[config.mk]
export PLATFORM = sky130hd
export DESIGN_NAME = sd_req_arb
export DESIGN_NICKNAME = d
export VERILOG_FILES = /design/src/rtl/sd_req_arb.sv
export SDC_FILE = /design/constraint.sdc
export NUM_CORES = 1
export LEC_CHECK = 0
export BUFFER_PORTS_ARGS = -buffer_cell sky130_fd_sc_hd__buf_2
export CORE_MARGIN = 1.5
export CORE_UTILIZATION = 47
export DETAILED_ROUTE_END_ITERATION = 12
export PLACE_DENSITY = 0.84
export SLEW_MARGIN = 20
export SYNTH_ARGS = -nofsm -noshare
export SYNTH_HDL_FRONTEND = slang
export SYNTH_SLANG_ARGS = --single-unit
[constraint.sdc]
create_clock -name clk_sys -period 3.7 [get_ports clk_sys]
set_input_delay 0.185 -clock clk_sys [delete_from_list [all_inputs] [get_ports clk_sys]]
set_output_delay 0.185 -clock clk_sys [all_outputs]
set_load 0.02 [all_outputs]
[src/rtl/sd_req_arb.sv]
// Round-robin arbiter sharing one host SD slot among NREQ requesters.
// Optional ack-wait timeout is enabled with `define SD_REQ_ARB_TIMEOUT_EN.
module sd_req_arb #(
    parameter int unsigned NREQ     = 2,
    parameter int unsigned TMO_BITS = 20
) (
    input  logic                clk_sys,
    input  logic                reset_n,
    input  logic [32*NREQ-1:0]  req_lba,
    input  logic [NREQ-1:0]     req_rd,
    input  logic [NREQ-1:0]     req_wr,
    output logic [NREQ-1:0]     req_done,
    output logic [NREQ-1:0]     req_err,
    output logic [NREQ-1:0]     req_ack,
    output logic [NREQ-1:0]     req_buff_wr,
    input  logic [8*NREQ-1:0]   req_buff_din,
    output logic [31:0]         sd_lba,
    output logic                sd_rd,
    output logic                sd_wr,
    input  logic                sd_ack,
    input  logic                sd_buff_wr,
    output logic [7:0]          sd_buff_din
);

    localparam int unsigned IdxW = (NREQ > 1) ? $clog2(NREQ) : 1;

    typedef enum logic [1:0] {StIdle, StIssue, StXfer, StDone} state_e;

    state_e          state_q, state_d;
    logic [IdxW-1:0] grant_q, grant_d;
    logic [IdxW-1:0] last_q, last_d;
    logic [IdxW-1:0] pick_idx;
    logic            pick_valid;
    logic [31:0]     lba_q, lba_d;
    logic            rd_q, rd_d;
    logic            wr_q, wr_d;
    logic [NREQ-1:0] pend;
    logic [NREQ-1:0] grant_oh;
    logic            busy;
    logic            timeout;

    // First pending requester after last_served; reverse scan lets the nearest one win.
    function automatic logic [IdxW-1:0] rr_pick(input logic [NREQ-1:0] req,
                                                input logic [IdxW-1:0] last);
        logic [IdxW-1:0] pick;
        int unsigned     cand;
        pick = '0;
        for (int unsigned k = NREQ; k >= 1; k--) begin
            cand = (32'(last) + k) % NREQ;
            if (req[cand]) begin
                pick = IdxW'(cand);
            end
        end
        return pick;
    endfunction

    assign pend       = req_rd | req_wr;
    assign pick_valid = |pend;
    assign pick_idx   = rr_pick(pend, last_q);

    assign busy     = (state_q != StIdle);
    assign grant_oh = busy ? (NREQ'(1) << grant_q) : '0;

    assign req_ack     = grant_oh & {NREQ{sd_ack}};
    assign req_buff_wr = grant_oh & {NREQ{sd_buff_wr}};
    assign req_done    = (state_q == StDone) ? grant_oh : '0;
    assign sd_buff_din = busy ? req_buff_din[8*grant_q +: 8] : 8'h00;

    assign sd_lba = lba_q;
    assign sd_rd  = rd_q;
    assign sd_wr  = wr_q;

`ifdef SD_REQ_ARB_TIMEOUT_EN
    // Counter value one short of all-ones: the edge that would reach 2^TMO_BITS-1 aborts.
    localparam logic [TMO_BITS-1:0] TmoLast = ~TMO_BITS'(1);

    logic [TMO_BITS-1:0] tmo_q;
    logic [NREQ-1:0]     err_q;

    assign timeout = (state_q == StIssue) && !sd_ack && (tmo_q == TmoLast);
    assign req_err = err_q;

    always_ff @(posedge clk_sys or negedge reset_n) begin
        if (!reset_n) begin
            tmo_q <= '0;
            err_q <= '0;
        end else begin
            tmo_q <= (state_q == StIssue) ? tmo_q + 1'b1 : '0;
            err_q <= timeout ? grant_oh : '0;
        end
    end
`else
    assign timeout = 1'b0;
    assign req_err = '0;
`endif

    always_comb begin
        state_d = state_q;
        grant_d = grant_q;
        last_d  = last_q;
        lba_d   = lba_q;
        rd_d    = rd_q;
        wr_d    = wr_q;
        unique case (state_q)
            StIdle: begin
                if (pick_valid) begin
                    state_d = StIssue;
                    grant_d = pick_idx;
                    lba_d   = req_lba[32*pick_idx +: 32];
                    // Read wins when both strobes are set.
                    rd_d    = req_rd[pick_idx];
                    wr_d    = !req_rd[pick_idx];
                end
            end
            StIssue: begin
                if (sd_ack) begin
                    rd_d    = 1'b0;
                    wr_d    = 1'b0;
                    state_d = StXfer;
                end else if (timeout) begin
                    rd_d    = 1'b0;
                    wr_d    = 1'b0;
                    last_d  = grant_q;
                    state_d = StIdle;
                end
            end
            StXfer: begin
                if (!sd_ack) begin
                    state_d = StDone;
                end
            end
            StDone: begin
                last_d  = grant_q;
                state_d = StIdle;
            end
            default: state_d = StIdle;
        endcase
    end

    always_ff @(posedge clk_sys or negedge reset_n) begin
        if (!reset_n) begin
            state_q <= StIdle;
            grant_q <= '0;
            last_q  <= IdxW'(NREQ - 1);
            lba_q   <= '0;
            rd_q    <= 1'b0;
            wr_q    <= 1'b0;
        end else begin
            state_q <= state_d;
            grant_q <= grant_d;
            last_q  <= last_d;
            lba_q   <= lba_d;
            rd_q    <= rd_d;
            wr_q    <= wr_d;
        end
    end

endmodule

Yosys cells after proc, flatten, opt, wreduce, memory -nomap -nowiden
Index checks and enable logic that the tools add are counted.

Register bits: 38. Input port bits: 88. Output and inout bits: 50. Word-level logic and storage cells: 51.

Add/sub/neg operators: 2. $lt $le $gt $ge: 3. Equal/unequal tests: 6. Shift-type cells: 3. Muxes and demuxes: 20. Bitwise operators: 3. Reductions and logical operators: 8.

Operators with widths (count): variable part select 64 x 7 -> 32 bit (1); variable part select 16 x 5 -> 8 bit (1); two-way mux 1 bit (11); two-way mux 2 bit (5); two-way mux 8 bit (1); case mux 2 bit (4 select lines) (1); less-than comparator 1 x 2 -> 1 bit (second input constant) (3); inequality test 2 bit (second input constant) (3); AND reduction 3 bit (2); bitwise AND 2 bit (2); == test 2 bit (second input constant) (2); case mux 1 bit (2 select lines) (2); nonzero test 2 bit (2); adder 1 bit (second input constant) (2); == test 2 x 1 -> 1 bit (second input constant) (1); logical NOT 2 bit (1); OR 2 bit (1); AND reduction 2 bit (1); OR reduction 2 bit (1); << shifter 1 x 1 -> 2 bit (first input constant) (1); logical NOT 1 bit (1).

Logic depth before layout (Yosys ltp)
Depth after elaboration: 10. Mapped depth: 7.

Worst setup path before layout
No wires, ideal clock.

Kind: flip-flop to output port. Start: register state_q[0]. End: output port req_ack[0]. Arrival: 1466 ps. Required time: 3515 ps. Setup slack: 2049 ps. Cell stages (with the launch flop): 7. Buffers on the path: 2. Path through: dfrtp_1 > inv_1 > ha_1 > clkbuf_1 > buf_1 > nor2_1 > and2_1.

Longest elaborated chain between the ends: 3.

RTL lines: start: declaration (line 29) `state_e state_q, state_d;`; start signal: assignment (line 142) `state_q <= StIdle;`; start signal: assignment (line 149) `state_q <= state_d;`; nonzero test 2 bit (line 61) `assign busy = (state_q != StIdle);`; two-way mux 2 bit (line 62) `assign grant_oh = busy ? (NREQ'(1) << grant_q) : '0;`; bitwise AND 2 bit (line 64) `assign req_ack = grant_oh & {NREQ{sd_ack}};`; end: declaration (line 14) `output logic [NREQ-1:0] req_ack,`.

No other way between the ends.

Worst setup path after layout
Start: register state_q[0]. End: register lba_q[21] (netlist: sd_lba[21]).

Longest elaborated chain between the ends: 2.

RTL lines: logical NOT 2 bit (line 104) `unique case (state_q)`; AND reduction 2 bit (no line); end signal: assignment (line 152) `lba_q <= lba_d;`; end: declaration (line 34) `logic [31:0] lba_q, lba_d;`.

No other way between the ends. A chain may end at the register's enable or synchronous reset.

==> insert_results.sql <==
INSERT INTO impl_metrics (metric_group, metric, value, unit) VALUES
('sta', 'report.final.slew_viol_count', '0', ''),
('placed_design', 'numPlacedInstances', '398', ''),
('detailed_routing', 'post_drt_via_cell_ratio', '5.53', ''),
('global_routing', 'overflow', '0', ''),
('synthesis', 'post_synth_top_flop', 'sky130_fd_sc_hd__dfrtp_1', ''),
('cts', 'cts.repair.resized', '0', ''),
('detailed_routing', 'detail_route.drc_violations', '0', ''),
('placed_design', 'gp_congestion', '0.754', ''),
('cts', 'clock_sink_count', '38', ''),
('synthesis', 'yosys-mux-area-fraction', '0.0442', ''),
('power_and_ir_drop', 'power.density', '913', 'nW/um2'),
('final_layout', 'drive_gt1_frac', '0.525', ''),
('global_routing', 'grt_pass1_wl', '9580', 'um'),
('sta', 'post-route-min-period', '2.32', 'ns'),
('synthesis', 'combinational_family_with_the_most_area_after_synthesis', 'compound AO/OA/AOI/OAI gates', ''),
('floorplan', 'floorplan.die.height', '73.3', 'um'),
('global_routing', 'grt_antenna_before_repair', '0', ''),
('detailed_routing', 'm1WireLength', '2570', 'um'),
('detailed_routing', 'detailedRoute.firstPassIterationCount', '4', ''),
('final_layout', 'final_common_cell', 'sky130_fd_sc_hd__buf_2', ''),
('synthesis', 'share_of_the_synthesized_area_in_compound_gates_ao_oa_aoi_oai', '0.394', ''),
('detailed_routing', 'detailroute.via_count', '2244', ''),
('worst_setup_path', 'maximum_fanout_along_the_worst_path', '18', ''),
('sta', 'hold_violations', '0', ''),
('final_layout', 'most-common-layout-cells', 'sky130_fd_sc_hd__buf_2, sky130_fd_sc_hd__dfrtp_1, sky130_fd_sc_hd__o21ai_0, sky130_fd_sc_hd__a31oi_1, sky130_fd_sc_hd__a2bb2oi_2', ''),
('power_and_ir_drop', 'power_frac_clock', '0.119', ''),
('synthesis', 'yosys.area_share.xor_xnor', '0', ''),
('power_and_ir_drop', 'p_int', '0.00159', 'W'),
('floorplan', 'floorplan.die_area', '5370', 'um2'),
('global_routing', 'grt_pass1_vias', '2088', ''),
('synthesis', 'count_of_yosys_warnings_during_synthesis', '0', ''),
('sta', 'slew_headroom', '0.307', ''),
('worst_setup_path', 'cp_data_required_time', '3.90', 'ns'),
('detailed_routing', 'dr_wl_met3', '376', 'um'),
('final_layout', 'number_of_nets_at_the_end_of_the_flow', '431', ''),
('detailed_routing', 'drt-total-wl', '6170', 'um'),
('synthesis', 'post_synth.cell_area_avg', '10.7', 'um2'),
('power_and_ir_drop', 'total_power', '0.00283', 'W'),
('job', 'max_cap_violations', '0', ''),
('global_routing', 'grt_start_max_net_pins', '39', ''),
('synthesis', 'synth-seq-cells', '38', ''),
('cts', 'clkTransAtPathRegs', '0.07', 'ns'),
('sta', 'worstMarginPinSlew', '1.04', 'ns'),
('synthesis', 'ys_async_sr_fraction', '1.00', ''),
('power_and_ir_drop', 'p_sw_frac', '0.438', ''),
('final_layout', 'antenna_cells', '0', ''),
('sta', 'final.period_utilization', '0.628', ''),
('cts', 'tritoncts_clock_tree', 'done', ''),
('cts', 'cts_buffer_depth', '2', ''),
('floorplan', 'std_cell_rows', '25', ''),
('final_layout', 'fin_cells', '406', ''),
('power_and_ir_drop', 'p_leak', '1.45', 'nW'),
('sta', 'rsz0062_at_grt', 'no', ''),
('synthesis', 'seq_area_frac_synth', '0.410', ''),
('worst_setup_path', 'setup.worst_path.class', 'reg2reg', ''),
('floorplan', 'floorplan.die.width', '73.3', 'um'),
('cts', 'cts.hold.buffers_added', '0', ''),
('synthesis', 'netlist_instances', '217', ''),
('placed_design', 'io_buffer_count', '135', ''),
('worst_hold_path', 'hp-class', 'in2async', ''),
('worst_setup_path', 'end_kind', 'register', ''),
('worst_setup_path', 'cp-start-kind', 'register', ''),
('synthesis', 'synthesized_area_fraction_occupied_by_and_or_nand_nor_cells', '0.0550', ''),
('sta', 'setup_tns', '0', 'ns'),
('run_status', 'status', 'completed', ''),
('detailed_routing', 'first_iter_violations', '134', ''),
('detailed_routing', 'met2WireLength', '3180', 'um'),
('floorplan', 'initial_utilization', '0.488', ''),
('sta', 'setup_viol', '0', ''),
('sta', 'max_freq', '430', 'MHz'),
('final_layout', 'area_growth', '33.2', '%');
## worst max-delay path: stages (launching register included)
cell and delay [ns]:
sky130_fd_sc_hd__dfrtp_1 0.42, sky130_fd_sc_hd__inv_1 0.12, sky130_fd_sc_hd__ha_1 0.55, sky130_fd_sc_hd__nor2b_4 0.58, sky130_fd_sc_hd__buf_4 0.39, sky130_fd_sc_hd__a2bb2oi_1 0.19
## metrics by stage
| stage | worst slack (ns) | cell area, um2 | hold slack (ns) |
|---|---|---|---|
| 6_report | 1.38 | 3090 | 0.00273 |
| 3_5_place_dp | 1.34 | 2980 | 0.328 |
| 2_1_floorplan | 2.05 | 2330 | -0.111 |
| 4_1_cts | 1.37 | 3090 | 0.0228 |
| 5_1_grt | 1.23 | 3090 | 0.0552 |
| 3_3_place_gp | 1.47 | 2980 | 0.325 |
## cell usage after synthesis, types with 2 or more instances
master                       n  area [um2]
sky130_fd_sc_hd__a2bb2oi_1   7        61.3
sky130_fd_sc_hd__a2bb2oi_2  26         390
sky130_fd_sc_hd__a31oi_1    32         200
sky130_fd_sc_hd__and2_1      6        37.5
sky130_fd_sc_hd__buf_2       4        20.0
sky130_fd_sc_hd__buf_4       5        37.5
sky130_fd_sc_hd__buf_6       3        33.8
sky130_fd_sc_hd__clkbuf_1   12        45.0
sky130_fd_sc_hd__dfrtp_1    37         926
sky130_fd_sc_hd__ha_1        5        62.6
sky130_fd_sc_hd__inv_1       5        18.8
sky130_fd_sc_hd__mux2i_1     8        80.1
sky130_fd_sc_hd__nor2_1     13        48.8
sky130_fd_sc_hd__nor2b_1     3        18.8
sky130_fd_sc_hd__o21ai_0    32         160
sky130_fd_sc_hd__o32ai_1     2        17.5
## layer usage
metal  track usage  vias to the layer above
li1              -                     1064
met1         0.287                     1091
met2         0.406                       85
met3        0.0398                        4
met4        0.0535                        0
met5             0                        -
## power groups by stage
| stage | Sequential [W] | Combinational (W) | Clock [W] |
|---|---|---|---|
| global placement | 0.000801 | 0.00165 | 0 |
| floorplan | 0.00100 | 0.00107 | 0 |
| CTS | 0.000803 | 0.00169 | 0.000347 |
| global route | 0.000834 | 0.00181 | 0.000364 |
| finish | 0.000802 | 0.00169 | 0.000336 |
| detailed placement | 0.000808 | 0.00170 | 0 |
## area by class of cell
| class | instances | area [um2] |
|---|---|---|
| multi-input cells | 150 | 1230 |
| clock buffers | 7 | 76.3 |
| flip-flops and latches | 38 | 952 |
| clock inverters | 1 | 30.0 |
| inverters | 5 | 18.8 |
| fillers | 420 | 1660 |
| well taps | 67 | 83.8 |
| repair buffers | 138 | 698 |
## path summary, 6_finish.rpt
check / start / to / slack (ns) / cells past startpoint
hold / removal: reset_n / sd_lba[7] / 0.003 / 1
max in group asynchronous: reset_n / sd_lba[20] / 3.18 / 1
min in group clk_sys: req_lba[23] / sd_lba[23] / 0.16 / 3
setup reg to reg: state_q[0] / sd_lba[21] / 1.38 / 5
hold reg to reg: sd_lba[27] / sd_lba[27] / 0.52 / 1
setup / recovery: state_q[0] / sd_lba[21] / 1.38 / 5
## registers in the layout, indices dropped and copies added (netlist names)
register,flops
sd_lba,32
state_q,2
grant_q,1
last_q,1
sd_rd,1
sd_wr,1
## kinds of logic after synthesis
kind of cell | Yosys count
and+or+nand+nor | 25
muxes | 10
adders and majority gates | 5
other | 1
AOI/OAI and AO/OA | 108
DFF | 38
buffers and inverters | 30
No activity file was read; power rests on OpenSTA's default activity.
